## config.mk

```make
export PLATFORM = sky130hd
export DESIGN_NAME = serving_counters_flat
export DESIGN_NICKNAME = d
export VERILOG_FILES = /design/src/rtl/serving_counters_if.sv /design/src/rtl/serving_counters.sv /design/src/flat_wrapper.sv
export SDC_FILE = /design/constraint.sdc
export NUM_CORES = 1
export LEC_CHECK = 0
export ABC_AREA = 1
export ABC_CLOCK_PERIOD_IN_PS = 2870
export BUFFER_PORTS_ARGS = -buffer_cell sky130_fd_sc_hd__buf_4
export CORE_MARGIN = 2
export CORE_UTILIZATION = 25
export CTS_BUF_LIST = sky130_fd_sc_hd__clkbuf_8
export CTS_CLUSTER_DIAMETER = 200
export CTS_CLUSTER_SIZE = 12
export DETAILED_ROUTE_END_ITERATION = 7
export PLACE_DENSITY = 0.39
export SLEW_MARGIN = 20
export SYNTH_ARGS = -nofsm -noshare
export SYNTH_HDL_FRONTEND = slang
export SYNTH_SLANG_ARGS = --single-unit
```

## constraint.sdc

```tcl
create_clock -name clock -period 2.87 [get_ports clock]
set_input_delay 0.574 -clock clock [delete_from_list [all_inputs] [get_ports clock]]
set_output_delay 0.574 -clock clock [all_outputs]
set_load 0.1 [all_outputs]
```

## src/rtl/serving_counters_if.sv

```systemverilog
// Request/response handshake between player-interaction logic and the serving counters.
// The player side drives requests and receives one-cycle ack/nack responses.
interface serving_counters_if;
    logic       req_valid;
    logic       req_op;
    logic       req_space;
    logic [3:0] req_item;
    logic       resp_ack;
    logic       resp_nack;
    logic [3:0] resp_item;

    modport master (
        output req_valid, req_op, req_space, req_item,
        input  resp_ack, resp_nack, resp_item
    );

    modport slave (
        input  req_valid, req_op, req_space, req_item,
        output resp_ack, resp_nack, resp_item
    );
endinterface

```

## src/rtl/serving_counters.sv

```systemverilog
// Two serving-window spaces: settle a placed dish, present it downstream,
// detect consumption via out_spaces, time out unclaimed dishes, allow take-back.

module serving_space #(
    parameter int SETTLE_CYCLES = 4,
    parameter int REJECT_CYCLES = 1000,
    parameter int ITEM_W        = 4
) (
    input  logic              clock,
    input  logic              reset,
    input  logic              place_req,
    input  logic              take_req,
    input  logic [ITEM_W-1:0] place_item,
    input  logic [ITEM_W-1:0] out_item,
    output logic [ITEM_W-1:0] check_item,
    output logic [ITEM_W-1:0] held_item,
    output logic [ITEM_W-1:0] take_item,
    output logic              ack,
    output logic              nack,
    output logic              served,
    output logic              rejected
);
    localparam int SW = (SETTLE_CYCLES > 1) ? $clog2(SETTLE_CYCLES) : 1;
    localparam int PW = $clog2(REJECT_CYCLES);
    localparam logic [SW-1:0] SETTLE_LOAD  = SW'(SETTLE_CYCLES - 1);
    localparam logic [PW-1:0] PRESENT_LAST = PW'(REJECT_CYCLES - 1);

    typedef enum logic [1:0] {
        S_EMPTY     = 2'd0,
        S_SETTLING  = 2'd1,
        S_PRESENTED = 2'd2
    } state_t;

    state_t            state_q, state_d;
    logic [ITEM_W-1:0] item_q, item_d;
    logic [SW-1:0]     settle_q, settle_d;
    logic [PW-1:0]     present_q, present_d;
    logic              served_q, served_d;
    logic              rejected_q, rejected_d;
    logic              consume, timeout, holding, take_go, drop;

    always_ff @(posedge clock) begin
        if (reset) begin
            state_q    <= S_EMPTY;
            item_q     <= '0;
            settle_q   <= '0;
            present_q  <= '0;
            served_q   <= 1'b0;
            rejected_q <= 1'b0;
        end else begin
            state_q    <= state_d;
            item_q     <= item_d;
            settle_q   <= settle_d;
            present_q  <= present_d;
            served_q   <= served_d;
            rejected_q <= rejected_d;
        end
    end

    always_comb begin
        state_d    = state_q;
        item_d     = item_q;
        settle_d   = settle_q;
        present_d  = present_q;
        served_d   = 1'b0;
        rejected_d = 1'b0;
        ack        = 1'b0;
        nack       = 1'b0;
        take_item  = '0;
        take_go    = 1'b0;
        drop       = 1'b0;

        // out_item is ignored on the first presented cycle (downstream register lag)
        consume = (state_q == S_PRESENTED) && (present_q != '0) && (out_item == '0);
        timeout = (state_q == S_PRESENTED) && (present_q == PRESENT_LAST);
        holding = (state_q != S_EMPTY);

        if (place_req) begin
            if (!holding && place_item != '0) begin
                ack      = 1'b1;
                state_d  = S_SETTLING;
                item_d   = place_item;
                settle_d = SETTLE_LOAD;
            end else begin
                nack = 1'b1;
            end
        end

        // consumption beats take; take beats timeout
        if (take_req) begin
            if (holding && !consume) begin
                ack       = 1'b1;
                take_item = item_q;
                take_go   = 1'b1;
                drop      = 1'b1;
            end else begin
                nack = 1'b1;
            end
        end

        unique case (state_q)
            S_SETTLING: begin
                if (!take_go) begin
                    if (settle_q == '0) begin
                        state_d   = S_PRESENTED;
                        present_d = '0;
                    end else begin
                        settle_d = settle_q - 1'b1;
                    end
                end
            end
            S_PRESENTED: begin
                if (consume) begin
                    served_d = 1'b1;
                    drop     = 1'b1;
                end else if (take_go) begin
                    drop = 1'b1;
                end else if (timeout) begin
                    rejected_d = 1'b1;
                    drop       = 1'b1;
                end else if (present_q != PRESENT_LAST) begin
                    present_d = present_q + 1'b1;
                end
            end
            default: ;
        endcase

        if (drop) begin
            state_d   = S_EMPTY;
            item_d    = '0;
            settle_d  = '0;
            present_d = '0;
        end
    end

    assign check_item = (state_q == S_PRESENTED) ? item_q : '0;
    assign held_item  = item_q;
    assign served     = served_q;
    assign rejected   = rejected_q;
endmodule

module serving_counters #(
    parameter int SETTLE_CYCLES = 4,
    parameter int REJECT_CYCLES = 1000
) (
    input  logic                  clock,
    input  logic                  reset,
    serving_counters_if.slave     bus,
    input  logic [1:0][3:0]       out_spaces,
    output logic [1:0][3:0]       check_spaces,
    output logic [1:0][3:0]       space_item,
    output logic [1:0]            served,
    output logic [1:0]            rejected
);
    localparam int NUM_SPACES = 2;
    localparam int ITEM_W     = 4;

    logic [NUM_SPACES-1:0]             ack_d, nack_d;
    logic [NUM_SPACES-1:0][ITEM_W-1:0] take_item_d;
    logic [ITEM_W-1:0]                 resp_item_d;

    for (genvar gi = 0; gi < NUM_SPACES; gi++) begin : g_space
        logic hit;
        assign hit = bus.req_valid && (bus.req_space == 1'(gi));

        serving_space #(
            .SETTLE_CYCLES (SETTLE_CYCLES),
            .REJECT_CYCLES (REJECT_CYCLES),
            .ITEM_W        (ITEM_W)
        ) u_space (
            .clock      (clock),
            .reset      (reset),
            .place_req  (hit && !bus.req_op),
            .take_req   (hit && bus.req_op),
            .place_item (bus.req_item),
            .out_item   (out_spaces[gi]),
            .check_item (check_spaces[gi]),
            .held_item  (space_item[gi]),
            .take_item  (take_item_d[gi]),
            .ack        (ack_d[gi]),
            .nack       (nack_d[gi]),
            .served     (served[gi]),
            .rejected   (rejected[gi])
        );
    end

    // only the targeted space returns a nonzero item, so OR-merge is safe
    always_comb begin
        resp_item_d = '0;
        for (int i = 0; i < NUM_SPACES; i++) resp_item_d = resp_item_d | take_item_d[i];
    end

    always_ff @(posedge clock) begin
        if (reset) begin
            bus.resp_ack  <= 1'b0;
            bus.resp_nack <= 1'b0;
            bus.resp_item <= '0;
        end else begin
            bus.resp_ack  <= |ack_d;
            bus.resp_nack <= |nack_d;
            bus.resp_item <= resp_item_d;
        end
    end
endmodule

```

## src/flat_wrapper.sv

```systemverilog
// flat-port wrapper written by rule: the top's interface ports become plain ports
module serving_counters_flat 
#(
    parameter int SETTLE_CYCLES = 4,
    parameter int REJECT_CYCLES = 1000
)
  (clock, reset, out_spaces, check_spaces, space_item, served, rejected, bus_req_valid, bus_req_op, bus_req_space, bus_req_item, bus_resp_ack, bus_resp_nack, bus_resp_item);
  serving_counters_if bus_i ();
  input  logic clock;
  input  logic reset;
  input  logic [1:0][3:0] out_spaces;
  output logic [1:0][3:0] check_spaces;
  output logic [1:0][3:0] space_item;
  output logic [1:0] served;
  output logic [1:0] rejected;
  input wire logic [$bits(bus_i.req_valid)-1:0] bus_req_valid;
  input wire logic [$bits(bus_i.req_op)-1:0] bus_req_op;
  input wire logic [$bits(bus_i.req_space)-1:0] bus_req_space;
  input wire logic [$bits(bus_i.req_item)-1:0] bus_req_item;
  output wire logic [$bits(bus_i.resp_ack)-1:0] bus_resp_ack;
  output wire logic [$bits(bus_i.resp_nack)-1:0] bus_resp_nack;
  output wire logic [$bits(bus_i.resp_item)-1:0] bus_resp_item;
  assign bus_i.req_valid = bus_req_valid;
  assign bus_i.req_op = bus_req_op;
  assign bus_i.req_space = bus_req_space;
  assign bus_i.req_item = bus_req_item;
  assign bus_resp_ack = bus_i.resp_ack;
  assign bus_resp_nack = bus_i.resp_nack;
  assign bus_resp_item = bus_i.resp_item;
  serving_counters #(.SETTLE_CYCLES(SETTLE_CYCLES), .REJECT_CYCLES(REJECT_CYCLES)) u_core (.clock(clock), .reset(reset), .bus(bus_i), .out_spaces(out_spaces), .check_spaces(check_spaces), .space_item(space_item), .served(served), .rejected(rejected));
endmodule
```

=== Word level (Yosys, flattened, before mapping) ===
Index checks and enable logic that the tools add are counted.

* Register bits after elaboration: 46
* Input bits: 17
* Logic and storage cells: 157

* Add/sub/neg operators: 4
* Reduce and logical (&&, ||, !) cells: 44
* Multiplexer cells: 70
* Bitwise gates (word level): 4
* Equality and inequality tests: 20

{| class="wikitable"
|+ Operators by type and width
! kind !! number
|-
| 10-bit two-way mux || 12
|-
| 2-bit two-way mux || 20
|-
| 10-bit one-hot mux with 2 select lines || 2
|-
| 1-bit two-way mux || 30
|-
| 4-bit two-way mux || 6
|-
| 10-bit by 1-bit adder with 10-bit output, second input constant || 2
|-
| 10-bit == test, second input constant || 2
|-
| 10-bit inequality test, second input constant || 2
|-
| 2-bit inequality test, second input constant || 10
|-
| 10-bit nonzero test || 2
|-
| 1-bit logical AND || 16
|-
| 7-bit AND reduction || 2
|-
| 2-bit OR reduction || 6
|-
| 4-bit logical NOT || 2
|-
| 2-bit nonzero test || 4
|-
| 4-bit OR reduction || 2
|-
| 1-bit logical NOT || 5
|-
| 2-bit by 1-bit == test with 1-bit output, second input constant || 2
|-
| 2-bit == test, second input constant || 2
|-
| 2-bit logical NOT || 2
|-
| 2-bit by 1-bit inequality test with 1-bit output, second input constant || 2
|-
| 4-bit bitwise OR || 1
|-
| 2-bit AND reduction || 2
|-
| 4-bit nonzero test || 1
|-
| other kinds (2) || 5
|}

=== Longest topological paths before layout ===
* Depth in word-level cells: 11
* Gate-level depth with buffers: 12
* Gate-level depth less buffers: 11

=== By module ===
A second synthesis with hierarchy kept.

* Cell total of the unflattened synthesis: 432
* Area total of the unflattened synthesis: 2,817.7 µm²

{| class="wikitable"
|+ By module, submodules not included
! module !! cells an instance !! area an instance (µm²) !! instances
|-
| serving_space || 203 || 1,311.3 || 2
|-
| serving_counters || 26 || 195.2 || 1
|}

=== Least setup slack after synthesis ===
Ideal clock, no wire load.

* Kind: register to output
* Start point: register u_core.g_space[0].u_space.item_q[0]
* End point: output port check_spaces[0] in the netlist's numbering
* Arrival: 2,381 ps
* Setup slack: -85 ps
* Stages on the path, launching flop included: 3
* Data required time: 2,296 ps
* Cell sequence: dfxtp_1 inv_1 nor2_1

{| class="wikitable"
|+ RTL lines
! element !! RTL line !! text
|-
| start: declaration || serving_counters.sv:35 || <nowiki>logic [ITEM_W-1:0] item_q, item_d;</nowiki>
|-
| start signal: assignment || serving_counters.sv:52 || <nowiki>item_q <= item_d;</nowiki>
|-
| end: declaration || flat_wrapper.sv:12 || <nowiki>output logic [1:0][3:0] check_spaces;</nowiki>
|}

=== Worst setup path after layout ===
* Start point: register u_core.g_space[1].u_space.present_q[0]
* End point: register u_core.g_space[1].u_space.present_q[2]

* Longest elaborated chain between the ends: 11

{| class="wikitable"
|+ RTL lines
! element !! RTL line !! text
|-
| start: declaration || serving_counters.sv:37 || <nowiki>logic [PW-1:0] present_q, present_d;</nowiki>
|-
| start signal: assignment || serving_counters.sv:54 || <nowiki>present_q <= present_d;</nowiki>
|-
| parallel branches: the longest is 11 deep, another holds 10-bit by 1-bit adder with 10-bit output || - ||
|}

Parallel ways; which one is timed is not known. The select of a mux whose other input is x is not followed.
A chain may end at the register's enable or synchronous reset.

==> summary.md <==
| Metric | Value |
|---|---|
| Post-Syn Area per Cell | 6.44 sq um |
| WL final | slightly below 8000 um |
| Post-synth EDFFs | 0 |
| Worst hold path cell count | 2 |
| Power, Total | approximately 0.0015 W |
| Critical Path Slowest Stage Cell | dfxtp_1 |
| GRT overflow | 0 |
| I/O Pins | 43 |
| Net Sw Frac | roughly a third |
| Die X | roughly 110 um |
| # diodes | 0 |
| Sw power | about 0.0005 W |
| Internal power | around 0.00094 W |
| Vias per Instance | 4.44 |
| Synthesized area | between 2000 and 3000 sq um |
| Initial Utilization | approximately a quarter |
| DRC Markers | 0 |
| Total track usage | roughly 14% |
| Cells along the critical path | inv_1, ha_1, nand3_1, o21ai_4, nand2_4, nor2_8, nand3_2, and2b_1, nor2_1 |
| Endpoints failing setup | 0 |
| Post-route minimum period | 2.13 ns |
| DIE HEIGHT | ~110 um |
| # nets final | 480 |
| Post-CTS setup repair buffer count | 0 |
| Crit path required time | a little over 3 ns |
| Yosys reg bits | 46 |
| Max-cap violation count | 0 |
| Num CTS Buffers | 5 |
| Seq. cell area | about 900 sq um |
| Synth Warn # | 0 |
| CTS HTree Levels | 2 |
| Worst R2R Path Depth | 9 |
| Multi-input logic area | roughly 1500 sq um |
| Critical path class | flop to flop |
| Synth area leaders | dfxtp_1 34%, nand2_1 12%, nor2_1 12%, inv_1 8.3%, nand3_1 4.8% |
| Clk pwr share | between 20 and 30% |
| Final-report max-slew violation count | 0 |
| Vias in the first global route | ~2700 |
| Worst reg2reg startpoint | u_core.g_space[1].u_space.present_q[0]$_SDFFE_PP0P_ |
| Slew HR | between 70% and 80% |
| Via Count | approximately 2600 |
| Fin cells | 596 |
| Worst-margin pin slew | between 0.4 and 0.5 ns |
| Peak supply drop | roughly 0.2 mV |
| GPL Wtd Cong | between 0.8 and 0.9 |
| Setup WS pre-CTS | approximately 0.64 ns |
| Combinational share of power | a little over a fifth |
| Clk_lat worst skew | ~0.30 ns |
| Post-synth top flop | dfxtp_1 |
| Placed insts | 588 |
| Asr flop ratio synth | 0% |
| Worst Hold Path EP | u_core.g_space[0].u_space.held_item[1]$_SDFFE_PP0P_ |
| Root Driver | clkbuf_8 |
| Final setup margin | 0.736 ns |
| CP endpoint kind | flop |
| Internal reg-to-reg setup slack | 0.74 ns |
| Leading area contributor after synthesis | dfxtp_1 |
| CP delay by family, top | simple AND/OR/NAND/NOR gates |
| RSZ-0062 raised after global routing | no |
| Gate Count Post-Synth | 420 |
| Fin Setup TNS | 0 ns |
| Final hold vios | 0 |
| Clock Pin Slew Worst Setup and Hold Paths | roughly 0.10 ns |
| CTS Sinks | between 40 and 50 |
| Critical Path Start Type | flop |
| First-pass GRT wire length | roughly 13000 um |
| DRT iter0 DRCs | a little under 70 |
| # rows | 37 |
| WP depth | 9 |
| Worst EP arrival | 2.33 ns |
| Largest net degree at the start of global routing | 16 |
| I/O Buffers | 42 |
| Worst R2R End | u_core.g_space[1].u_space.present_q[2]$_SDFFE_PP0P_ |
| Pre-antenna DRT Iters | 4 |
| Post-DRT Antenna Nets | 0 |
| Synthesized Nets | ~440 |
| CP bufs+invs | 1 |
| Die area | 11700 sq um |
| Final-layout fill cell count | approximately 1200 |
| Hold Path Origin | u_core.g_space[0].u_space.held_item[1]$_SDFFE_PP0P_ |
| FMAX | roughly 0.47 GHz |
| P_leak | between 1 and 1.5 nW |
| Share of cells above drive strength 1 | around a fifth |
| Core area | roughly 10000 sq um |
| Register area share after synthesis | ~34% |
| Hold Buf Count CTS | 0 |
| Skew final | about 0.013 ns |
| Worst Path Max Fanout | 11 |
| Sequential share of power | 49.5% |
| Tcrit/Tclk final | around 74% |
| Status | finished clean |
| Worst Hold Class | flop to flop |
| Initial antenna violation count | 0 |
| Dpl hpwl | about 6000 um |
| Area fraction of the dominant cell type after synthesis | 34.0% |
| Synthesis-to-finish area growth | 19.4% |
| DR WL/cell | roughly 13 um |
| CTS tree | yes |
| Clock buffer depth | 2 |
| Netlist cell types | 36 |
| Highest cell delay on the worst timing path | around 0.37 ns |
| Post-CTS Resized | 0 |
| Pwr dens | 450 nW/um^2 |
==> routing by layer <==
metal  global-route usage (%)  vias up  share of wire (%)
met4                     3.75        0               0.98
met1                     19.6     1192                 51
li1                         -     1397                  -
met2                     23.0       52                 44
met3                     2.65        6                3.7
met5                        0        -                  0
==> kinds of logic (layout without fill, tap and decap cells) <==
group	count (synthesis)	after routing	synth area share (%)
buffers and inverters	80	120	12.9
and+or+nand+nor	238	238	40.1
adders and majority gates	4	4	1.85
AOI/OAI and AO/OA	50	50	10.5
DFF	46	46	34.0
xor gates and xnor gates	2	2	0.648
==> cells in the mapped netlist, types with 2 or more instances <==
cell      number
a21oi_1       20
buf_2          3
buf_4          6
buf_6          3
clkbuf_1       2
dfxtp_1       46
ha_1           4
inv_1         60
inv_2          5
nand2_1       87
nand2_2        6
nand3_1       26
nand3_2        4
nand4_1       15
nor2_1        83
nor2_2         3
nor2_4         2
nor3_1         3
nor3b_1        3
o21a_1         2
o21ai_0       13
o21ai_1        6
o22ai_1        4
xor2_1         2
==> worst reg2reg max path, delay by kind of cell (launching register included) <==
family                   cells  cell delay [ns]
adder cells (fa/ha/maj)      1             0.17
flip-flops                   1             0.37
AND/OR/NAND/NOR              6             1.07
buffers and inverters        1             0.15
AO/OA/AOI/OAI                1             0.27
==> stage by stage <==
step | hold slack, ns | utilization, % | area (sq um)
after floorplan | 0.461 | - | 2730
after global placement | 0.480 | 30.1 | 3140
after detailed placement | 0.475 | 30.1 | 3140
after CTS | 0.497 | 31.0 | 3230
after global routing | 0.512 | 31.0 | 3230
final | 0.496 | 31.0 | 3230
==> final cells by class <==
cell class | instances | area share (%)
multi-input cells | 294 | 45.1
flip-flops and latches | 46 | 28.5
repair buffers | 46 | 10.7
inverters | 66 | 7.67
well taps | 136 | 5.27
clock buffers | 5 | 2.13
clock inverters | 3 | 0.659
==> flip-flops by register name, summed over array words and instances, names as in the netlist <==
name,count
u_core.bus.resp_ack,1
u_core.bus.resp_item,4
u_core.bus.resp_nack,1
u_core.g_space.u_space.held_item,8
u_core.g_space.u_space.present_q,20
u_core.g_space.u_space.rejected,2
u_core.g_space.u_space.served,2
u_core.g_space.u_space.settle_q,4
u_core.g_space.u_space.state_q,4
==> power by group through the flow <==
stage	registers [W]	logic [W]	clock network [W]
after floorplan	0.000760	0.000204	0
after global placement	0.000734	0.000315	0
after detailed placement	0.000732	0.000312	0
after CTS	0.000718	0.000313	0.000449
after global routing	0.000726	0.000349	0.000477
final	0.000719	0.000310	0.000423
==> how the worst max path moves through the flow <==
stage	to	slack, ns	startpoint
after floorplan	check_spaces[0]	0.35	u_core.g_space[0].u_space.held_item[0]$_SDFFE_PP0P_
after global placement	u_core.g_space[0].u_space.present_q[8]$_SDFFE_PP0P_	0.61	out_spaces[1]
after detailed placement	u_core.g_space[0].u_space.present_q[7]$_SDFFE_PP0P_	0.64	out_spaces[1]
after CTS	u_core.g_space[1].u_space.present_q[2]$_SDFFE_PP0P_	0.71	u_core.g_space[1].u_space.present_q[0]$_SDFFE_PP0P_
after global routing	u_core.g_space[0].u_space.held_item[0]$_SDFFE_PP0P_	0.51	u_core.g_space[0].u_space.state_q[1]$_SDFF_PP0_
final	u_core.g_space[1].u_space.present_q[2]$_SDFFE_PP0P_	0.74	u_core.g_space[1].u_space.present_q[0]$_SDFFE_PP0P_
==> layout by cell type (no fill, tap or decap), types with 5 or more instances in the layout <==
| cell | synthesis | routed |
|---|---|---|
| nand2_1 | 87 | 87 |
| nor2_1 | 83 | 75 |
| inv_1 | 60 | 60 |
| buf_4 | 6 | 46 |
| dfxtp_1 | 46 | 46 |
| nand3_1 | 26 | 26 |
| a21oi_1 | 20 | 20 |
| nand4_1 | 15 | 15 |
| o21ai_0 | 13 | 13 |
| nor2_2 | 3 | 11 |
| nand2_2 | 6 | 6 |
| o21ai_1 | 6 | 6 |
| inv_2 | 5 | 5 |
| clkbuf_8 | 0 | 5 |
(Power assumes the default switching activity.)
